===== config.mk =====
export PLATFORM = sky130hd
export DESIGN_NAME = spi_share_ctrl
export DESIGN_NICKNAME = d
export VERILOG_FILES = /design/src/rtl/spi_share_ctrl.sv
export SDC_FILE = /design/constraint.sdc
export NUM_CORES = 1
export LEC_CHECK = 0
export BUFFER_PORTS_ARGS = -buffer_cell sky130_fd_sc_hd__buf_2
export CELL_PAD_IN_SITES_DETAIL_PLACEMENT = 0
export CELL_PAD_IN_SITES_GLOBAL_PLACEMENT = 1
export CORE_MARGIN = 3
export CORE_UTILIZATION = 40
export CTS_BUF_LIST = sky130_fd_sc_hd__clkbuf_16
export CTS_CLUSTER_SIZE = 30
export DETAILED_ROUTE_END_ITERATION = 10
export PLACE_DENSITY_LB_ADDON = 0.1
export SYNTH_ARGS = -nofsm -noshare
export SYNTH_HDL_FRONTEND = slang
export SYNTH_SLANG_ARGS = --single-unit

===== constraint.sdc =====
create_clock -name axi_aclk -period 5.35 [get_ports axi_aclk]
set_clock_uncertainty 0.1 [all_clocks]
set_input_delay 0 -clock axi_aclk [delete_from_list [all_inputs] [get_ports axi_aclk]]
set_output_delay 0 -clock axi_aclk [all_outputs]
set_load 0.02 [all_outputs]

===== src/rtl/spi_share_ctrl.sv =====
// spi_share_ctrl: shares one SPI master (mode 0, MSB first) between two
// requesters using round-robin arbitration. One word per transaction; each
// transaction is SHIFT bits, a HOLD tail, a 1-cycle DONE and a GAP with ss high.
module spi_share_ctrl #(
  parameter int CLK_DIV = 4,
  parameter int WORD_W  = 16
) (
  input  logic              axi_aclk,
  input  logic              axi_reset,
  input  logic              req0_valid,
  input  logic [WORD_W-1:0] req0_data,
  output logic              req0_ready,
  output logic              rsp0_valid,
  output logic [WORD_W-1:0] rsp0_data,
  input  logic              req1_valid,
  input  logic [WORD_W-1:0] req1_data,
  output logic              req1_ready,
  output logic              rsp1_valid,
  output logic [WORD_W-1:0] rsp1_data,
  output logic              spi_sck_o,
  output logic              spi_ss_o,
  output logic              spi_mosi_o,
  input  logic              spi_miso_i,
  output logic              spi_t,
  output logic              busy
);

  localparam int DW = (CLK_DIV > 1) ? $clog2(CLK_DIV) : 1;
  localparam int BW = $clog2(WORD_W);
  localparam logic [DW-1:0] DIV_LAST = DW'(CLK_DIV - 1);
  localparam logic [BW-1:0] BIT_LAST = BW'(WORD_W - 1);

  localparam logic [2:0] S_IDLE     = 3'd0;
  localparam logic [2:0] S_SHIFT_LO = 3'd1;
  localparam logic [2:0] S_SHIFT_HI = 3'd2;
  localparam logic [2:0] S_HOLD     = 3'd3;
  localparam logic [2:0] S_DONE     = 3'd4;
  localparam logic [2:0] S_GAP      = 3'd5;

  logic [2:0]        r_state;
  logic [DW-1:0]     r_div;
  logic [BW-1:0]     r_bit;
  logic [WORD_W-1:0] r_sh;    // TX word; MSB drives mosi
  logic [WORD_W-1:0] r_rx;    // RX shift register, only exposed at DONE
  logic              r_who;   // requester owning the current transaction
  logic              r_prio;  // requester that wins the next tie
  logic [WORD_W-1:0] r_rsp0;
  logic [WORD_W-1:0] r_rsp1;

  logic w_any, w_win, w_grant, w_div_end, w_ss_low;

  // Arbitration: a lone requester wins, a tie goes to r_prio.
  always_comb begin
    w_any     = req0_valid | req1_valid;
    w_win     = (req0_valid & req1_valid) ? r_prio : req1_valid;
    w_grant   = ~axi_reset & (r_state == S_IDLE) & w_any;
    w_div_end = (r_div == DIV_LAST);
    w_ss_low  = (r_state == S_SHIFT_LO) | (r_state == S_SHIFT_HI) | (r_state == S_HOLD);
  end

  // Transaction sequencer: phase timing, TX shift, RX sampling, response load.
  always_ff @(posedge axi_aclk) begin
    if (axi_reset) begin
      r_state <= S_IDLE;
      r_div   <= '0;
      r_bit   <= '0;
      r_sh    <= '0;
      r_rx    <= '0;
      r_who   <= 1'b0;
      r_prio  <= 1'b0;
      r_rsp0  <= '0;
      r_rsp1  <= '0;
    end else begin
      case (r_state)
        S_IDLE: if (w_grant) begin
          r_sh    <= w_win ? req1_data : req0_data;
          r_who   <= w_win;
          r_prio  <= ~w_win;
          r_div   <= '0;
          r_bit   <= '0;
          r_state <= S_SHIFT_LO;
        end
        S_SHIFT_LO: begin
          if (w_div_end) begin
            r_div   <= '0;
            r_state <= S_SHIFT_HI;
          end else r_div <= r_div + DW'(1);
        end
        S_SHIFT_HI: begin
          if (r_div == '0) r_rx <= {r_rx[WORD_W-2:0], spi_miso_i};
          if (w_div_end) begin
            r_div <= '0;
            if (r_bit == BIT_LAST) r_state <= S_HOLD;
            else begin
              // next bit appears on mosi in the first cycle of SHIFT_LO
              r_bit   <= r_bit + BW'(1);
              r_sh    <= r_sh << 1;
              r_state <= S_SHIFT_LO;
            end
          end else r_div <= r_div + DW'(1);
        end
        S_HOLD: begin
          if (w_div_end) begin
            r_div   <= '0;
            r_state <= S_DONE;
            if (r_who) r_rsp1 <= r_rx;
            else       r_rsp0 <= r_rx;
          end else r_div <= r_div + DW'(1);
        end
        S_DONE: begin
          r_div   <= '0;
          r_state <= S_GAP;
        end
        S_GAP: begin
          if (w_div_end) begin
            r_div   <= '0;
            r_state <= S_IDLE;
          end else r_div <= r_div + DW'(1);
        end
        default: r_state <= S_IDLE;
      endcase
    end
  end

  // Pin and handshake decode; reset forces the safe values immediately.
  always_comb begin
    spi_t      = axi_reset;
    spi_ss_o   = axi_reset | ~w_ss_low;
    spi_sck_o  = ~axi_reset & (r_state == S_SHIFT_HI);
    spi_mosi_o = ~axi_reset & r_sh[WORD_W-1];
    req0_ready = w_grant & ~w_win;
    req1_ready = w_grant & w_win;
    rsp0_valid = ~axi_reset & (r_state == S_DONE) & ~r_who;
    rsp1_valid = ~axi_reset & (r_state == S_DONE) & r_who;
    rsp0_data  = r_rsp0;
    rsp1_data  = r_rsp1;
    busy       = ~axi_reset & ((r_state != S_IDLE) | w_any);
  end

endmodule


==> After elaboration in Yosys (flattened, before gate mapping) <==
Index checks and enable logic that the tools add are counted.
{ "totals": {"register_bits": 75, "in_bits": 37, "out_inout_bits": 41, "elab_cells": 77} }
{ "classes": {"n_addsub": 2, "n_eq_ne": 13, "muxes": 20, "bitwise": 20, "n_reduce_logical": 13} }
{ "op_table": {"columns": ["cell", "n"], "rows": [
  ["$mux 16", 4],
  ["$pmux 16 s2", 1],
  ["$pmux 3 s6", 1],
  ["$mux 3", 5],
  ["$mux 4", 3],
  ["$ne 2x2->1 const B", 6],
  ["$and 1x1->1", 11],
  ["$pmux 4 s2", 1],
  ["$eq 3x2->1 const B", 2],
  ["$eq 3x3->1 const B", 2],
  ["$mux 2", 3],
  ["$pmux 2 s3", 1],
  ["$reduce_and 2->1", 3],
  ["$reduce_and 3->1", 2],
  ["$reduce_bool 3->1", 2],
  ["$or 1x1->1", 5],
  ["$reduce_and 5->1", 1],
  ["$add 4x1->4 const B", 1],
  ["$eq 4x4->1 const B", 1],
  ["$not 1->1", 4],
  ["$reduce_and 4->1", 1],
  ["$reduce_or 4->1", 1],
  ["$eq 3x1->1 const B", 1],
  ["$logic_not 3->1", 1],
  ["other kinds (5)", 5]
]} }

==> Longest topological paths before layout <==
Gate-level depths: netlist (run 1).
{ "depth": {"depth_word": 5, "ltp_mapped": 7, "mapped_depth_nobuf": 5} }

==> Worst setup path before layout (run 1) <==
OpenSTA, ideal clock, no wires.
{ "synth_path": {"path_type": "flip-flop to flip-flop", "from": "reg r_div[0]", "to": "reg r_sh[5]", "setup_ns": 0.088, "arrival_ns": 1.749, "required_ns": 5.162, "slack_ns": 3.413, "stages_incl_launch_ff": 8, "n_path_buf": 2, "period_less_slack_ns": 1.937, "path_cell_list": "dfxtp_1 > ha_1 > and4bb_1 > a22oi_2 > or2_1 > buf_2 > buf_6 > o32ai_2"} }
{ "synth_via": {"elab_chain_len": 3} }
{ "synth_lines": {"columns": ["item", "line_no", "text"], "rows": [
  ["from (decl)", "41", "logic [DW-1:0] r_div;"],
  ["from (signal assigned)", "87", "end else r_div <= r_div + DW'(1);"],
  ["from (signal assigned)", "100", "end else r_div <= r_div + DW'(1);"],
  ["from (signal assigned)", "108", "end else r_div <= r_div + DW'(1);"],
  ["$eq 2x2->1", "57", "w_div_end = (r_div == DIV_LAST);"],
  ["$ne 2x2->1 (no line)", null, null],
  ["$reduce_and 4->1 (no line)", null, null],
  ["to (signal assigned)", "76", "r_sh <= w_win ? req1_data : req0_data;"],
  ["to (signal assigned)", "97", "r_sh <= r_sh << 1;"],
  ["to (decl)", "43", "logic [WORD_W-1:0] r_sh;"]
]} }
No other way between the ends.
A chain may end at the register's enable or synchronous reset.

==> Final worst setup path (run 1) <==
{ "layout_path": {"from": "reg r_state[2]", "to": "reg r_sh[2]"} }
{ "layout_via": {"elab_chain_len": 5, "elab_cells_between_ends": 10, "classes_between": "eq/ne: 4; mux: 1; bitwise: 2; reduce/logical: 3"} }
{ "layout_lines": {"columns": ["item", "line_no", "text"], "rows": [
  ["from (decl)", "40", "logic [2:0] r_state;"],
  ["from (signal assigned)", "64", "r_state <= S_IDLE;"],
  ["from (signal assigned)", "81", "r_state <= S_SHIFT_LO;"],
  ["from (signal assigned)", "86", "r_state <= S_SHIFT_HI;"],
  ["$logic_not 3->1", "56, 74", null],
  ["$and 1x1->1 (2 in a row)", "56", "w_grant = ~axi_reset & (r_state == S_IDLE) & w_any;"],
  ["$ne 2x2->1 (no line)", null, null],
  ["$reduce_and 4->1 (no line)", null, null]
]} }
Parallel ways exist; a longest one is shown, timed or not.

==> results of run 1 <==
-- final cells by class --
type | instances | area, µm² | area share (%)
clock buffer | 9 | 225 | 5.46
tap | 102 | 128 | 3.10
timing repair buffer | 97 | 581 | 14.1
clock inverter | 7 | 43.8 | 1.06
sequential | 75 | 1500 | 36.4
inverter | 20 | 75.1 | 1.82
multi-input combinational | 276 | 1570 | 38.0
-- layout by cell type, fill, tap and decap left out, drive strengths merged, types with 4 or more instances in the layout --
master,synthesis,final
a21oi,54,54
buf,14,79
clkbuf,16,9
dfxtp,75,75
dlygate4sd3,0,18
inv,20,22
mux2i,17,17
nand2,88,88
nand3b,4,4
nor2,42,42
o21ai,18,18
o32ai,14,14
-- cell families (layout without fill, tap and decap cells) --
logic type      after synthesis  after routing  share of synthesized area, %
fa+ha+maj                     3              3                          1.14
simple gates                160            160                          21.5
mux                          18             18                          5.51
flops                        75             75                          45.6
buf+inv                      50            133                          6.77
compound gates               95             95                          19.5
-- worst max-delay path, delay by kind of cell (launching register included) --
family,cells,cell delay (ns)
simple gates,2,0.90
flops,1,0.65
compound gates,2,0.54
-- sequential cells by signal, summed over array words and instances (netlist names) --
signal and cells:
r_bit 4, r_state 3, r_sh 16, rsp1_data 16, r_div 2, r_prio 1
r_rx 16, rsp0_data 16, r_who 1
-- metal layers --
layer  track usage (%)  vias up
met5                 0        -
met4              3.78        0
met3              5.19        6
met2              28.1       61
met1              20.4     1308
li1                  -     1513
-- synth_stat cells, types with 4 or more instances --
cell type | instances | area, µm²
nand2_1 | 88 | 330
nand3b_1 | 4 | 30.0
o32ai_2 | 10 | 163
dfxtp_1 | 75 | 1500
nor2_1 | 42 | 158
clkbuf_1 | 16 | 60.1
buf_2 | 7 | 35.0
mux2i_1 | 17 | 170
o32ai_1 | 4 | 35.0
inv_1 | 20 | 75.1
a21oi_1 | 54 | 270
o21ai_0 | 18 | 90.1
-- worst max path at each step --
stage	slack (ns)	to
3_3_place_gp	3.10	r_sh[2]
6_report	3.00	r_sh[2]
2_1_floorplan	3.41	r_sh[5]
4_1_cts	2.99	r_sh[2]
5_1_grt	2.75	rsp0_data[5]
3_5_place_dp	3.01	r_sh[3]
-- through the flow --
| stage | setup slack [ns] | total power (W) | hold WS, ns | cells | utilization [%] |
|---|---|---|---|---|---|
| after global placement | 3.10 | 0.000677 | 0.142 | 552 | 46.8 |
| after CTS | 2.99 | 0.00123 | 0.00277 | 586 | 52.5 |
| final | 3.00 | 0.00122 | 0.0158 | 586 | 52.5 |
| after floorplan | 3.41 | 0.000652 | 0.0126 | 401 | - |
| after detailed placement | 3.01 | 0.000678 | 0.149 | 552 | 46.8 |
| after global routing | 2.75 | 0.00126 | 0.0315 | 586 | 52.5 |
-- power by group --
group | internal, W | total, W | leakage (nW) | switching (W)
logic | 0.0000452 | 0.0000980 | 1.07 | 0.0000528
registers | 0.000570 | 0.000578 | 0.607 | 0.00000820
clock network | 0.000311 | 0.000540 | 0.127 | 0.000229
==> flow_metrics.tcl, run 1 <==
set metrics [dict create \
    cp-end-kind "flop" \
    syn2layout_area_growth_pct 25.2 \
    fp-row-count 32 \
    routed-wl-met2_mm 3.66 \
    netlist_instances 401 \
    fin_setup_tns_ns 0 \
    drive_above_1_share_pct 22.1 \
    gp_congestion 0.741 \
    grt_pass1_wl_mm 13.1 \
    post_cts_resized 0 \
    syn_area_um2 3290 \
    die_area_um2 9350 \
    core_um2 7850 \
    ys_types 40 \
    crit_type "flop to flop" \
    irDropWorstVdd_mv 0.214 \
    clockBufferDepth 2 \
    drt_wl_total_mm 7.60 \
    worstPathArrival_ns 2.41 \
    r2r_setup_slack_ns 3.00 \
    vias_per_cell 4.93 \
    portBuffers 77 \
    ys_seq_area_share_pct 45.6 \
    post-cts-setup-buffers 0 \
    grt_pass1_vias 2826 \
    ios 78 \
    diodes 0 \
    drc 0 \
    cts_buffers 9 \
    ant_nets 0 \
    r2r-start "r_state[2]" \
    cpPeakStageDelay_ns 0.65 \
    cts_root_buffer "clkbuf_16" \
    timing.rr.end "r_sh[2]" \
    holdPathStages 4 \
    hold_end "r_prio" \
    hold_violations 0 \
    drv_slew 0 \
    overflow 0 \
    syn-num-nets 441 \
    dr.pass1.iters 4 \
    setup_viol 0 \
    status "complete, no violations" \
    wirelength_met1_mm 3.48 \
    synth_seq_cells 75 \
    fin_crit_sh_pct 44.0 \
    cts_sinks 75 \
    final_nets 519 \
    timing.critical_path.required_ns 5.41 \
    avgSynthCellArea_um2 8.21 \
    crit_chain "and4bb_1, a22oi_2, or2_1, o32ai_1" \
    wl_per_cell_um 13.0 \
    async_flop_share_pct 0 \
    ff2ff_path_depth 4 \
    place_hpwl_mm 5.01 \
    antenna_found_initial 0 \
    wl_met3_um 390 \
    max_freq_mhz 425 \
    yosysWarningCount 0 \
    p_per_area_nw_per_um2 295 \
    maxSlewHeadroom_pct 22.4 \
    synth-edff-count 0 \
    synth_top_flop_cell "dfxtp_1" \
    drt_iter0_markers 129 \
    min_path_type "primary input to flop" \
    crit_fanout 15 \
    top_layer_used "met4" \
    fin_area_um2 4120 \
    dieHeight_um 96.7 \
    hold_buffers 18 \
    die_w_um 96.7 \
    crit_slowest_cell "dfxtp_1" \
    placed_area_um2 3670 \
    insertion_delay_ns 0.33 \
    num-fill-cells 794 \
    leakage_nw 1.81 \
    grt.total_usage_pct 16.5 \
    htreeDepth 3 \
    cts_tree "yes" \
    period_needed_ns 2.35 \
    initial_core_util_pct 41.9 \
    worstMarginPinSlew_ns 1.16 \
    clk_pin_slew_ns 0.06 \
    grt_max_degree 68 \
    startpoint_type "flop" \
    max_cap_viol_count 0 \
    rsz0062_at_grt "false" \
    crit_start "r_state[2]" \
    vias 2888 \
    hold_path_startpoint "axi_reset" \
]
No activity file was read; power rests on OpenSTA's default activity.
==> inputs of run 2 (changes only) <==
- ABC_AREA: default -> 1
- CORE_UTILIZATION: 40 -> 38
- clock period: 5.35 -> 2.5 ns (I/O delays scaled with it)
==> run 2 against run 1 <==
Effect of this change:
- final cell count increased by 16%
- cell area increased by 3.2%
- routed wire length increased by 5.0%
==> flow_metrics.tcl, run 2 <==
set metrics [dict create \
    status "complete, no violations" \
    crit_family "buffers and inverters" \
    diodes 0 \
    synth_top_area_share_pct 43.7 \
    synth_top_flop_cell "dfxtp_1" \
    core_um2 8760 \
    mostFrequentLayoutCells "nor2_1 (142), nand2_1 (89), buf_2 (77)" \
    async_flop_share_pct 0 \
    insertion_delay_ns 0.33 \
    vias_per_cell 4.68 \
    cpPeakStageDelay_ns 0.58 \
    crit_chain "inv_1, nand2_1, buf_4, nand2_1, o211ai_1, dlygate4sd3_1, o21ai_0" \
    syn2layout_area_growth_pct 23.8 \
    die_w_um 101 \
    drt_iter0_markers 81 \
    min_path_type "primary input to flop" \
    num-fill-cells 937 \
    htreeDepth 3 \
    whs_ns 0.00845 \
    p_per_area_nw_per_um2 962 \
    startpoint_type "flop" \
    synth_xor_area_share_pct 0.255 \
    ys_types 30 \
    setup_ws_ns 0.290 \
    portBuffers 77 \
    place_hpwl_mm 5.47 \
    cpMostUsedCell "nand2_1" \
    die_area_um2 10200 \
    drc 0 \
    grt-busiest-layer "met2" \
    yosysWarningCount 0 \
    synthMuxAreaShare_pct 0 \
    dp_slack_ns 0.694 \
    vias 3186 \
    synth_top_family_by_area "simple AND/OR/NAND/NOR gates" \
    ios 78 \
    instances_no_fill 681 \
    post-cts-setup-buffers 0 \
    synthAdderAreaFrac_pct 1.09 \
    cts_sinks 75 \
    antenna_found_initial 0 \
    gp_congestion 0.764 \
    fin_crit_sh_pct 88.4 \
    wl_per_cell_um 11.7 \
    grt_pass1_vias 2847 \
    r2r_setup_slack_ns 0.29 \
    period_needed_ns 2.21 \
    place_inst 650 \
    ys_seq_area_share_pct 43.7 \
    leakage_nw 1.97 \
    setup_viol 0 \
    final_core_util_pct 48.5 \
    overflow 0 \
    crit_slowest_cell "dlygate4sd3_1" \
    yosys.area_share.simple_pct 36.7 \
    synthTopCellsByCount "nor2_1 (142), nand2_1 (89), dfxtp_1 (75)" \
    ant_nets 0 \
    maxSlewHeadroom_pct 61.2 \
    drv_slew 0 \
    syn-num-nets 526 \
    grt_pass1_wl_mm 13.3 \
    cts_buffers 9 \
    synth.area.top_cells "dfxtp_1 (44%), nor2_1 (16%), nand2_1 (9.7%)" \
    timing.critical_path.required_ns 2.61 \
    fin_setup_tns_ns 0 \
    clockBufferDepth 2 \
    met3_usage_pct 2.63 \
    met1_usage_pct 21.1 \
    worstMarginPinSlew_ns 0.580 \
    hold_violations 0 \
    crit_fanout 18 \
    grt_max_degree 37 \
    clk_pin_slew_ns 0.06 \
    worstPathArrival_ns 2.32 \
    dr.pass1.iters 4 \
    synthDominantAreaCellType "dfxtp_1" \
    dieHeight_um 101 \
    cp-end-kind "flop" \
    synth_seq_cells 75 \
    crit_type "flop to flop" \
    grt.total_usage_pct 16.1 \
    max_freq_mhz 453 \
    final_nets 609 \
    cts_tree "yes" \
    initial_core_util_pct 39.2 \
    fp-row-count 34 \
    yosysMostFrequentCell "nor2_1" \
    drive_above_1_share_pct 19.9 \
    netlist_instances 486 \
    critPathBufInv 3 \
    cts_root_buffer "clkbuf_16" \
    synth_compound_gate_area_share_pct 10.2 \
    max_cap_viol_count 0 \
    rsz0062_at_grt "false" \
    final_common_cell "nor2_1" \
    syn_area_um2 3430 \
    avgSynthCellArea_um2 7.06 \
    synth-edff-count 0 \
    grt.met2_usage_pct 26.4 \
    irDropWorstVdd_mv 0.514 \
    drt_wl_total_mm 7.98 \
]
[run 2: changes by cell type after synthesis, sizes merged, moves of 9 or more]
cell / previous run / this run
clkbuf: 16 / 7
nand3: 3 / 42
mux2i: 17 / 0
o32ai: 14 / 0
nor2: 42 / 143
o21ai: 18 / 53
or2: 3 / 14
a21oi: 54 / 10
[run 2: path summary, 6_finish.rpt]
check | startpoint | end | cells past startpoint
max | r_prio | r_sh[0] | 7
min | req0_data[13] | r_sh[13] | 7
max reg2reg | r_prio | r_sh[0] | 7
min reg2reg | r_sh[1] | r_sh[1] | 2
[run 2: power by group]
group	leakage, nW	switching (W)	internal [W]	total, W
sequential	0.610	0.000157	0.00140	0.00156
clock	0.142	0.000504	0.000768	0.00127
combinational	1.22	0.000804	0.000457	0.00126
total	1.97	0.00146	0.00263	0.00409
[run 2: routing by layer]
layer / up-vias / part of all wire, %
li1: 1713 / -
met1: 1406 / 49
met2: 57 / 45
met3: 10 / 3.7
met4: 0 / 1.6
met5: - / 0
[run 2: final cells by class]
cell class / instances / area [µm²] / area share (%)
multi-input cells: 363 / 1660 / 38.9
flip-flops and latches: 75 / 1500 / 35.3
repair buffers: 97 / 576 / 13.5
clock buffers: 9 / 225 / 5.30
well taps: 108 / 135 / 3.18
inverters: 23 / 93.8 / 2.21
clock inverters: 6 / 65.1 / 1.53
[run 2: cell families after synthesis]
family                     count (synthesis)
and+or+nand+nor                          293
DFF                                       75
AOI/OAI and AO/OA                         66
buffers and inverters                     48
adders and majority gates                  3
xor gates and xnor gates                   1
[run 2: per-stage QoR]
step           cell area (µm²)  power (W)
2_1_floorplan             3430    0.00263
3_3_place_gp              3800    0.00282
3_5_place_dp              3800    0.00283
4_1_cts                   4250    0.00414
5_1_grt                   4250    0.00441
6_report                  4250    0.00409
[run 2: worst min-delay path, stage by stage]
cell and delay (ns):
buf_2 0.07, nand2_1 0.04, nand3_1 0.07, nand2_1 0.05, nand2_1 0.05, nand2_1 0.04
nor2_1 0.07
[run 2: repair_timing]
item / 4_1_cts / 5_1_grt
hold buffers: 16 / 0
hold endpoints to repair: 19 / 0
resized for setup: 0 / 0
